File: config.mk
export PLATFORM = sky130hd
export DESIGN_NAME = seg7_scan_decoder_flat
export DESIGN_NICKNAME = d
export VERILOG_FILES = /design/src/rtl/seg7_scan_decoder_if.sv /design/src/rtl/seg7_scan_decoder.sv /design/src/flat_wrapper.sv
export SDC_FILE = /design/constraint.sdc
export NUM_CORES = 1
export LEC_CHECK = 0
export CAP_MARGIN = 20
export CORE_MARGIN = 2
export CORE_UTILIZATION = 39
export CTS_BUF_LIST = sky130_fd_sc_hd__clkbuf_8
export DETAILED_ROUTE_END_ITERATION = 6
export GPL_ROUTABILITY_DRIVEN = 0
export PLACE_DENSITY = 0.66
export SLEW_MARGIN = 20
export SYNTH_ARGS = -nofsm -noshare
export SYNTH_HDL_FRONTEND = slang
export SYNTH_SLANG_ARGS = --single-unit
File: constraint.sdc
create_clock -name clk -period 4.3 [get_ports clk]
set_input_delay 0.86 -clock clk [delete_from_list [all_inputs] [get_ports clk]]
set_output_delay 0.86 -clock clk [all_outputs]
set_load 0.02 [all_outputs]
File: src/rtl/seg7_scan_decoder_if.sv
// ---------------------------------------------------------------------------
// seg7_scan_decoder_if
// Bundles the scanned 7-segment display bus and the decoded results.
//   seg         : segment bus, active-low, seg[7]=DP, seg[6:0]=abcdefg
//   an          : digit anode strobes, active-low, an[k]=0 selects digit k
//   hex_out     : captured hex value, digit k in hex_out[4k+3:4k]
//   dp_out      : captured decimal point per digit, 1 = lit
//   digit_valid : 1 = digit k holds a legal captured hex pattern
//   err         : 1 = last capture on digit k was non-hex and non-blank
//   frame_done  : one-cycle pulse once all four digits have been captured
// master drives the display pins (stimulus side), slave is the decoder.
// ---------------------------------------------------------------------------
interface seg7_scan_decoder_if;
    logic [7:0]  seg;
    logic [3:0]  an;
    logic [15:0] hex_out;
    logic [3:0]  dp_out;
    logic [3:0]  digit_valid;
    logic [3:0]  err;
    logic        frame_done;

    modport master (
        output seg, an,
        input  hex_out, dp_out, digit_valid, err, frame_done
    );

    modport slave (
        input  seg, an,
        output hex_out, dp_out, digit_valid, err, frame_done
    );
endinterface

File: src/rtl/seg7_scan_decoder.sv
// ---------------------------------------------------------------------------
// seg7_scan_decoder
// Snoops a multiplexed 4-digit 7-segment display and recovers the shown hex
// digits. Pins are synchronized, a digit is captured once its sample has
// been stable for STABLE_CYCLES consecutive cycles, and a pulse marks each
// completed frame (all four digits captured).
//   clk   : rising-edge clock
//   rst_n : asynchronous active-low reset
//   bus   : seg7_scan_decoder_if.slave (pins in, decoded results out)
// All outputs are registered; no combinational input-to-output path.
// ---------------------------------------------------------------------------
module seg7_scan_decoder #(
    parameter int unsigned STABLE_CYCLES = 4
) (
    input  logic                 clk,
    input  logic                 rst_n,
    seg7_scan_decoder_if.slave   bus
);

    localparam logic [7:0] CNT_MAX = 8'(STABLE_CYCLES - 1);
    localparam logic [7:0] CNT_ARM = 8'(STABLE_CYCLES - 2);

    logic [7:0]  seg_m, seg_s;
    logic [3:0]  an_m, an_s;
    logic [11:0] prev_sample;
    logic [7:0]  cnt;
    logic [3:0]  seen;

    logic [15:0] hex_q;
    logic [3:0]  dp_q;
    logic [3:0]  valid_q;
    logic [3:0]  err_q;
    logic        fd_q;

    logic [11:0] sample;
    logic        selectable;
    logic        same;
    logic        capture;
    logic [1:0]  sel_idx;
    logic [3:0]  dec_val;
    logic        dec_legal;
    logic        blank;
    logic [3:0]  seen_next;

    // Two-flop synchronizers; reset to all ones = idle, no digit selected.
    always_ff @(posedge clk or negedge rst_n) begin
        if (!rst_n) begin
            seg_m <= 8'hFF;
            seg_s <= 8'hFF;
            an_m  <= 4'hF;
            an_s  <= 4'hF;
        end else begin
            seg_m <= bus.seg;
            seg_s <= seg_m;
            an_m  <= bus.an;
            an_s  <= an_m;
        end
    end

    assign sample     = {an_s, seg_s};
    assign selectable = $onehot(~an_s);
    assign same       = (sample == prev_sample);
    // Fires only on the advance ARM -> MAX, so a saturated run never recaptures.
    assign capture    = selectable && same && (cnt == CNT_ARM);
    assign blank      = (seg_s[6:0] == 7'b1111111);

    always_comb begin
        sel_idx = 2'd0;
        case (an_s)
            4'b1110: sel_idx = 2'd0;
            4'b1101: sel_idx = 2'd1;
            4'b1011: sel_idx = 2'd2;
            4'b0111: sel_idx = 2'd3;
            default: sel_idx = 2'd0;
        endcase
    end

    always_comb begin
        dec_val   = 4'h0;
        dec_legal = 1'b1;
        case (seg_s[6:0])
            7'b0000001: dec_val = 4'h0;
            7'b1001111: dec_val = 4'h1;
            7'b0010010: dec_val = 4'h2;
            7'b0000110: dec_val = 4'h3;
            7'b1001100: dec_val = 4'h4;
            7'b0100100: dec_val = 4'h5;
            7'b0100000: dec_val = 4'h6;
            7'b0001111: dec_val = 4'h7;
            7'b0000000: dec_val = 4'h8;
            7'b0000100: dec_val = 4'h9;
            7'b0001000: dec_val = 4'hA;
            7'b1100000: dec_val = 4'hB;
            7'b0110001: dec_val = 4'hC;
            7'b1000010: dec_val = 4'hD;
            7'b0110000: dec_val = 4'hE;
            7'b0111000: dec_val = 4'hF;
            default:    dec_legal = 1'b0;
        endcase
    end

    assign seen_next = seen | (4'b0001 << sel_idx);

    // Stability counter; any sample change (anode or segment) restarts it.
    always_ff @(posedge clk or negedge rst_n) begin
        if (!rst_n) begin
            prev_sample <= 12'hFFF;
            cnt         <= 8'd0;
        end else begin
            prev_sample <= sample;
            if (!selectable || !same) begin
                cnt <= 8'd0;
            end else if (cnt != CNT_MAX) begin
                cnt <= cnt + 8'd1;
            end
        end
    end

    always_ff @(posedge clk or negedge rst_n) begin
        if (!rst_n) begin
            hex_q   <= 16'h0000;
            dp_q    <= 4'h0;
            valid_q <= 4'h0;
            err_q   <= 4'h0;
            fd_q    <= 1'b0;
            seen    <= 4'h0;
        end else begin
            fd_q <= 1'b0;
            if (capture) begin
                dp_q[sel_idx] <= ~seg_s[7];
                if (dec_legal) begin
                    hex_q[{sel_idx, 2'b00} +: 4] <= dec_val;
                    valid_q[sel_idx]             <= 1'b1;
                    err_q[sel_idx]               <= 1'b0;
                end else begin
                    valid_q[sel_idx] <= 1'b0;
                    err_q[sel_idx]   <= !blank;
                end
                if (seen_next == 4'hF) begin
                    fd_q <= 1'b1;
                    seen <= 4'h0;
                end else begin
                    seen <= seen_next;
                end
            end
        end
    end

    assign bus.hex_out     = hex_q;
    assign bus.dp_out      = dp_q;
    assign bus.digit_valid = valid_q;
    assign bus.err         = err_q;
    assign bus.frame_done  = fd_q;

endmodule

File: src/flat_wrapper.sv
// flat-port wrapper written by rule: the top's interface ports become plain ports
module seg7_scan_decoder_flat 
#(
    parameter int unsigned STABLE_CYCLES = 4
)
  (clk, rst_n, bus_seg, bus_an, bus_hex_out, bus_dp_out, bus_digit_valid, bus_err, bus_frame_done);
  seg7_scan_decoder_if bus_i ();
  input  logic clk;
  input  logic rst_n;
  input wire logic [$bits(bus_i.seg)-1:0] bus_seg;
  input wire logic [$bits(bus_i.an)-1:0] bus_an;
  output wire logic [$bits(bus_i.hex_out)-1:0] bus_hex_out;
  output wire logic [$bits(bus_i.dp_out)-1:0] bus_dp_out;
  output wire logic [$bits(bus_i.digit_valid)-1:0] bus_digit_valid;
  output wire logic [$bits(bus_i.err)-1:0] bus_err;
  output wire logic [$bits(bus_i.frame_done)-1:0] bus_frame_done;
  assign bus_i.seg = bus_seg;
  assign bus_i.an = bus_an;
  assign bus_hex_out = bus_i.hex_out;
  assign bus_dp_out = bus_i.dp_out;
  assign bus_digit_valid = bus_i.digit_valid;
  assign bus_err = bus_i.err;
  assign bus_frame_done = bus_i.frame_done;
  seg7_scan_decoder #(.STABLE_CYCLES(STABLE_CYCLES)) u_core (.clk(clk), .rst_n(rst_n), .bus(bus_i));
endmodule
==> results of run 1 <==
## cell families after synthesis
group	after synthesis
flip-flops	77
AND/OR/NAND/NOR	82
AO/OA/AOI/OAI	43
buffers and inverters	35
multiplexers	27
adder cells (fa/ha/maj)	18
XOR/XNOR	20
## routing by layer
layer	part of all wire, %	GRT usage [%]	vias up	routed length [um]
li1	-	-	1132	-
met1	49	20.0	1136	3260
met2	46	21.1	48	3030
met3	3.5	2.79	9	234
met4	1.3	6.32	0	89
met5	0	0	-	0
## power by group
part | switching, mW | total (mW) | internal, mW
registers | 0.0220 | 0.777 | 0.755
logic | 0.0516 | 0.0907 | 0.0391
clock network | 0.274 | 0.604 | 0.331
## registers in the layout (all words and copies together) (netlist names), named ones only
register and cells:
u_core.bus.err 4, u_core.bus.hex_out 16, u_core.seg_s 8, u_core.seg_m 8
u_core.an_m 4, u_core.bus.frame_done 1, u_core.prev_sample 12, u_core.bus.dp_out 4
u_core.cnt 8, u_core.seen 4, u_core.an_s 4
## worst reg2reg max path, stage by stage (launching register included)
cell and delay [ps]:
dfstp_2 580, inv_1 70, ha_1 300, ha_1 200, fa_1 420, nor3b_1 310, nand2_1 160, nor4_4 540
o2111ai_2 330, mux2_1 380
## layout by cell type (no fill, tap or decap), types with 4 or more instances in the layout
master	instances
xor2_1	5
o21ai_0	11
mux2i_1	12
inv_1	24
dfstp_2	36
nor2_1	14
clkbuf_8	9
clkdlybuf4s50_1	41
nor3b_1	4
dfrtp_1	41
nand2_1	8
a21oi_1	16
nor3_1	6
ha_1	17
mux2_2	12
o2111ai_2	4
nand3_1	13
xnor2_1	15
nand4_1	7
## final timing paths
| kind | cells past startpoint | to | slack, ps | startpoint |
|---|---|---|---|---|
| max reg2reg | 9 | u_core.bus.hex_out[0] | 900 | u_core.an_s[2] |
| min reg2reg | 0 | u_core.an_s[3] | 350 | u_core.an_m[3] |
| max in group asynchronous | 2 | u_core.seg_s[1] | 2720 | rst_n |
| max | 9 | u_core.bus.hex_out[0] | 900 | u_core.an_s[2] |
| min in group asynchronous | 1 | u_core.bus.err[1] | 540 | rst_n |
| min | 0 | u_core.an_s[3] | 350 | u_core.an_m[3] |
## through the flow
| step | total power, mW | worst slack, ps | util [%] | instances |
|---|---|---|---|---|
| floorplan | 0.838 | 1270 | - | 302 |
| global placement | 0.879 | 1030 | 45.2 | 445 |
| detailed placement | 0.881 | 909 | 45.2 | 445 |
| CTS | 1.49 | 904 | 47.6 | 461 |
| global route | 1.54 | 652 | 47.6 | 461 |
| finish | 1.47 | 896 | 47.6 | 461 |
## final cells by class
type                            count  share of cell area, %
Sequential cell                    77                   45.5
Multi-Input combinational cell    190                   34.4
Timing Repair Buffer               43                   9.75
Tap cell                          111                   3.20
Clock buffer                        9                   2.86
Clock inverter                      7                   2.25
Inverter                           24                   2.08
==> qor.yml, run 1 <==
global_route:
  grt_pass1_vias: 2331
  overflow: 0
  grt_max_degree: 48
  grtUsageTotal_pct: 14.1
  grt_first_pass_wirelength_um: 11100
  antenna_found_initial: 0
logic_synthesis:
  synth_top_family_by_area: "simple AND/OR/NAND/NOR gates"
  synth_area_um2: 3600
  synth_xor_xnor_area_share_pct: 4.87
  synthTopCellsByCount: "dfrtp_1, dfstp_2, inv_1, ha_1, a21oi_1"
  async_reset_ff_share_pct: 100
  avgSynthCellArea_um2: 11.9
  synth_compound_area_share_pct: 8.52
  ys_seq_area_share_pct: 54.8
  yosys.area_share.simple_pct: 13.6
  synthFlopType: "dfrtp_1"
  synth_seq_cells: 77
  synth_adder_area_share_pct: 6.47
  ys_warn_count: 0
  synth-edff-count: 0
  muxShareOfSynthArea_pct: 8.03
  syn_inst: 302
  syn_nets: 334
  yosysTopAreaCell: "dfrtp_1"
  synth_cell_types: 49
  synth_area_leaders: "dfrtp_1, dfstp_2, ha_1, mux2_2, xnor2_1"
  synth_top_area_share_pct: 28.5
  yosysMostFrequentCell: "dfrtp_1"
finish:
  num-fill-cells: 824
  syn2layout_area_growth_pct: 20.5
  design_area_um2: 4340
  n_antenna_cell: 0
  regArea_um2: 1970
  layout-drive-gt1-share_pct: 22.3
  multi_input_area_um2: 1490
  layout.nets: 377
routing:
  vias_per_cell: 5.04
  avgRoutedWirePerCell_um: 14.3
  drc_errors: 0
  drtIter0Drc: 117
  num_vias: 2325
  totalWireLength_um: 6620
  drt_first_pass_iters: 4
  ant_nets: 0
sta:
  period_share_pct: 79.2
  max_freq_mhz: 294
  slew_viol_final: 0
  layout_min_cycle_time_ps: 3400
  finalClockSkew_ps: 12.6
  hold_ws_ps: 351
  setup_tns_ps: 0
  setup_violations: 0
  tightestPinTransition_ps: 762
  grt_setup_unrepaired: "false"
  relSlewSlack_pct: 49.2
  hold_viol: 0
critical_path:
  cpPeakStageDelay_ps: 580
  worstPathRequired_ps: 4530
  path_buf_inv: 1
  critical_path_arrival_ps: 3630
  crit_top_cell: "ha_1"
  criticalPathCategory: "reg -> reg"
  path_cells: "inv_1 -> ha_1 -> ha_1 -> fa_1 -> nor3b_1 -> nand2_1 -> nor4_4 -> o2111ai_2 -> mux2_1"
  critPathLaunchType: "flop"
  cp-end-kind: "flop"
  cp_slowest_cell: "dfstp_2"
  critPathTopFamily: "simple AND/OR/NAND/NOR gates"
  crit_fanout: 6
floorplanning:
  die_w_um: 100
  die_y_um: 100
  rows: 35
  core-area_um2: 9110
  die-area_um2: 10000
  io_pins: 43
  start_util_pct: 39.5
job:
  drv_cap: 0
cts:
  tritoncts: "done"
  path_clk_slew_ps: 80
  numCtsBuffers: 9
  clock_latency_ps: 350
  h-tree-depth: 3
  cts-resized-gates: 0
  cts_hold_buf: 0
  post-cts-setup-buffer-count: 0
  clock_sinks: 77
  clock-root-buffer: "clkbuf_8"
  cts.path.max_buffers: 2
power_and_ir_drop:
  power_density_nw_per_um2: 339
  power.leakage_nw: 1.86
  vdd_drop_max_mv: 0.203
placed_design:
  placed_area_um2: 4120
  dpl.hpwl_um: 4580
  port_buffers: 42
hold_path:
  hold_path_class: "reg -> reg"
run_status:
  status: "complete, no violations"
Power figures use the tool's default switching activity.
==> inputs of run 2 (changes only) <==
==> constraint.sdc (replaced) <==
create_clock -name clk -period 3.41 [get_ports clk]
set_input_delay 0.682 -clock clk [delete_from_list [all_inputs] [get_ports clk]]
set_output_delay 0.682 -clock clk [all_outputs]
set_load 0.02 [all_outputs]
==> run 2 against run 1 <==
Routed wire length is 1.3% higher. Critical path depth is 1 higher. Register-to-register slack worse by 680 ps. Clock skew is 0.83 ps lower. Clock power is 17% higher. Global-route usage is 0.17 points higher. Total power is 22% higher. Highest routed layer unchanged.
==> qor.yml, run 2 (synthesis results as in run 1) <==
run_status:
  status: "complete, no violations"
global_route:
  top_usage_layer: "met2"
  met1_usage_pct: 19.9
  grt_max_degree: 49
  antenna_found_initial: 0
  overflow: 0
  grtUsageTotal_pct: 14.3
  grt_pass1_vias: 2279
  groute.layer.met3.usage_pct: 2.99
  met2_usage_pct: 21.7
  grt_first_pass_wirelength_um: 11200
cts:
  tritoncts: "done"
  path_clk_slew_ps: 80
  cts-resized-gates: 0
  clock_sinks: 77
  clock_latency_ps: 340
  numCtsBuffers: 9
  post-cts-setup-buffer-count: 0
  h-tree-depth: 3
  cts.path.max_buffers: 2
  clock-root-buffer: "clkbuf_8"
  cts_hold_buf: 0
finish:
  n_antenna_cell: 0
  layout-drive-gt1-share_pct: 22.9
  syn2layout_area_growth_pct: 21.0
  num-fill-cells: 832
  final_util_pct: 47.8
  largest_reg_flops: 16
  layout.nets: 381
  layout_common_cells: "dfrtp_1, clkdlybuf4s50_1, dfstp_2"
sta:
  finalClockSkew_ps: 11.8
  setup_slack_ps: 216
  hold_viol: 0
  setup_tns_ps: 0
  layout_min_cycle_time_ps: 3190
  max_freq_mhz: 313
  hold_ws_ps: 340
  grt_setup_unrepaired: "false"
  slew_viol_final: 0
  relSlewSlack_pct: 60.6
  period_share_pct: 93.7
  tightestPinTransition_ps: 584
  setup_violations: 0
floorplanning:
  core-area_um2: 9110
  io_pins: 43
  start_util_pct: 39.5
  die_y_um: 100
  die_w_um: 100
  die-area_um2: 10000
  rows: 35
job:
  drv_cap: 0
power_and_ir_drop:
  power.leakage_nw: 1.88
  total_power_mw: 1.80
  power_density_nw_per_um2: 414
  vdd_drop_max_mv: 0.226
critical_path:
  criticalPathCategory: "reg -> reg"
  endpoint: "u_core.bus.hex_out[0]"
  crit_top_cell: "ha_1"
  path_cells: "inv_1 -> ha_1 -> ha_1 -> fa_1 -> nor3b_1 -> nand2_1 -> nor4_4 -> buf_4 -> o2111ai_2 -> mux2_1"
  worstPathRequired_ps: 3630
  cpPeakStageDelay_ps: 590
  r2r_setup_slack_ps: 220
  cp-end-kind: "flop"
  cp_slowest_cell: "dfstp_2"
  path_buf_inv: 2
  r2r_cells: 10
  timing.rr.end: "u_core.bus.hex_out[0]"
  rr_startpoint: "u_core.an_s[0]"
  crit_fanout: 6
  crit_start: "u_core.an_s[0]"
  worst-path-stages: 10
  critical_path_arrival_ps: 3410
  critPathTopFamily: "adder cells"
  critPathLaunchType: "flop"
routing:
  drt_first_pass_iters: 6
  vias_per_cell: 5.01
  avgRoutedWirePerCell_um: 14.4
  ant_nets: 0
  num_vias: 2329
  drc_errors: 0
  drtIter0Drc: 173
  totalWireLength_um: 6700
placed_design:
  port_buffers: 42
  post-place-ws_ps: 250
  dpl.hpwl_um: 4780
hold_path:
  hold_path_class: "in -> async"
## run 2: cell types whose count changed in the layout (fill, tap and decap cells not counted), sizes merged
cell,change
buf,+4
clkinv,-1
bufinv,-1
clkinvlp,-1
inv,+1
clkbuf,+2
## run 2: where the power goes
| group | leakage (nW) | internal [mW] | switching (mW) |
|---|---|---|---|
| registers | 0.952 | 0.953 | 0.0279 |
| logic | 0.821 | 0.0511 | 0.0651 |
| clock network | 0.112 | 0.380 | 0.326 |
| total | 1.88 | 1.38 | 0.419 |
## run 2: worst min path at each step
stage          cells after the start                   end            from  slack, ps
4_1_cts                            2     u_core.bus.err[1]           rst_n        350
6_report                           2  u_core.bus.dp_out[1]           rst_n        340
5_1_grt                            2  u_core.bus.dp_out[1]           rst_n        360
2_1_floorplan                      0        u_core.an_s[0]  u_core.an_m[0]        350
3_3_place_gp                       0        u_core.an_s[0]  u_core.an_m[0]        350
3_5_place_dp                       0        u_core.an_s[3]  u_core.an_m[3]        350
## run 2: cell type report
type | instances | area, um^2 | share of cell area (%)
multi-input cells | 190 | 1490 | 34.3
well taps | 111 | 139 | 3.19
repair buffers | 47 | 453 | 10.4
flip-flops and latches | 77 | 1970 | 45.3
inverters | 24 | 90.1 | 2.07
clock inverters | 5 | 57.6 | 1.32
clock buffers | 11 | 151 | 3.48
## run 2: per-stage QoR
step,area [um^2],instances
6_report,4360,465
5_1_grt,4360,465
4_1_cts,4360,465
3_5_place_dp,4150,449
3_3_place_gp,4150,449
2_1_floorplan,3600,302
## run 2: metal layers
metal / wire (um) / vias to the layer above / part of all wire [%]
met2: 3150 / 50 / 47
met1: 3190 / 1133 / 48
li1: - / 1136 / -
met5: 0 / - / 0
met4: 121 / 0 / 1.8
met3: 247 / 10 / 3.7
==> inputs of run 3 (changes only) <==
==> constraint.sdc (replaced) <==
create_clock -name clk -period 3.85 [get_ports clk]
set_input_delay 0.77 -clock clk [delete_from_list [all_inputs] [get_ports clk]]
set_output_delay 0.77 -clock clk [all_outputs]
set_load 0.02 [all_outputs]
==> run 3 against run 2 <==
First-iteration DRC count decreased by 22%. Setup slack improved by 260 ps. Die area is the same.
==> qor.yml, run 3 (synthesis results as in run 1) <==
routing:
  top_layer: "met4"
  drt_first_pass_iters: 4
  num_vias: 2370
  routed-wl-met3_um: 327
  avgRoutedWirePerCell_um: 14.6
  wl_met1_um: 3050
  totalWireLength_um: 6740
  ant_nets: 0
  wl_met2_um: 3270
  vias_per_cell: 5.14
  drc_errors: 0
  drtIter0Drc: 135
power_and_ir_drop:
  p_seq_share_pct: 56.2
  p_int_mw: 1.18
  p_sw_share_pct: 23.6
  net-switching-power_mw: 0.365
  vdd_drop_max_mv: 0.198
  total_power_mw: 1.54
  power_density_nw_per_um2: 359
  power_frac_clock_pct: 37.2
  power.leakage_nw: 1.86
  pwr-share-comb_pct: 6.6
placed_design:
  placed_area_um2: 4120
  port_buffers: 42
  dpl.hpwl_um: 4710
  dp_cells: 445
sta:
  period_share_pct: 87.6
  hold_viol: 0
  grt_setup_unrepaired: "false"
  tightestPinTransition_ps: 764
  slew_viol_final: 0
  setup_violations: 0
  finalClockSkew_ps: 9.05
  relSlewSlack_pct: 49.0
  setup_tns_ps: 0
  max_freq_mhz: 296
  layout_min_cycle_time_ps: 3370
critical_path:
  crit_fanout: 6
  cp_slowest_cell: "dfstp_2"
  path_cells: "inv_1 -> ha_1 -> ha_1 -> fa_1 -> nor3b_1 -> nand2_1 -> nor4_4 -> o2111ai_2 -> mux2_1"
  crit_top_cell: "ha_1"
  cp-end-kind: "flop"
  path_buf_inv: 1
  critPathTopFamily: "simple AND/OR/NAND/NOR gates"
  worstPathRequired_ps: 4080
  cpPeakStageDelay_ps: 580
  critPathLaunchType: "flop"
  critical_path_arrival_ps: 3600
  criticalPathCategory: "reg -> reg"
cts:
  cts-resized-gates: 0
  cts_hold_buf: 0
  tritoncts: "done"
  path_clk_slew_ps: 70
  h-tree-depth: 3
  post-cts-setup-buffer-count: 0
  clock_latency_ps: 350
  cts.path.max_buffers: 2
  clock_sinks: 77
  clock-root-buffer: "clkbuf_8"
  numCtsBuffers: 9
global_route:
  grt_pass1_vias: 2291
  grt_first_pass_wirelength_um: 11100
  antenna_found_initial: 0
  grt_max_degree: 45
  overflow: 0
  grtUsageTotal_pct: 14.2
finish:
  layout_common_cells: "dfrtp_1, clkdlybuf4s50_1, dfstp_2"
  num-fill-cells: 844
  layout-drive-gt1-share_pct: 21.7
  largest_reg_flops: 16
  n_antenna_cell: 0
  layout.nets: 377
  multi_input_area_um2: 1490
  final_util_pct: 47.2
  final_cells: 461
  design_area_um2: 4300
  regArea_um2: 1970
  syn2layout_area_growth_pct: 19.5
hold_path:
  hold_path_class: "reg -> reg"
floorplanning:
  die_y_um: 100
  die-area_um2: 10000
  io_pins: 43
  start_util_pct: 39.5
  rows: 35
  core-area_um2: 9110
  die_w_um: 100
run_status:
  status: "complete, no violations"
job:
  drv_cap: 0
-- run 3: per-layer routing --
metal | vias to the layer above | GRT usage (%)
met5 | - | 0
met4 | 0 | 6.74
met3 | 11 | 3.62
met2 | 77 | 22.0
met1 | 1147 | 18.8
li1 | 1135 | -
-- run 3: per-stage QoR --
step	setup WS, ps	hold slack (ps)
finish	477	355
global route	252	357
CTS	470	358
detailed placement	483	347
global placement	582	346
floorplan	824	345
-- run 3: power by group through the flow --
stage	Combinational, mW	Clock, mW	Sequential (mW)
after detailed placement	0.103	0	0.883
after global placement	0.100	0	0.881
after CTS	0.103	0.597	0.868
after floorplan	0.0682	0	0.868
after global routing	0.115	0.627	0.872
final	0.102	0.574	0.868
-- run 3: path summary, 6_finish.rpt --
| path | slack, ps | start | end | depth (start not counted) |
|---|---|---|---|---|
| setup / recovery | 480 | u_core.an_s[2] | u_core.bus.hex_out[8] | 9 |
| hold / removal | 360 | u_core.an_m[1] | u_core.an_s[1] | 0 |
| setup reg to reg | 480 | u_core.an_s[2] | u_core.bus.hex_out[8] | 9 |
| hold reg to reg | 360 | u_core.an_m[1] | u_core.an_s[1] | 0 |
| max in group asynchronous | 2580 | rst_n | u_core.prev_sample[10] | 2 |
| min in group asynchronous | 400 | rst_n | u_core.bus.dp_out[2] | 1 |
-- run 3: final cells by class --
cell class / count / area share (%)
Clock buffer: 9 / 2.88
Clock inverter: 7 / 1.37
Inverter: 24 / 2.09
Multi-Input combinational cell: 190 / 34.7
Sequential cell: 77 / 45.8
Tap cell: 111 / 3.23
Timing Repair Buffer: 43 / 9.89
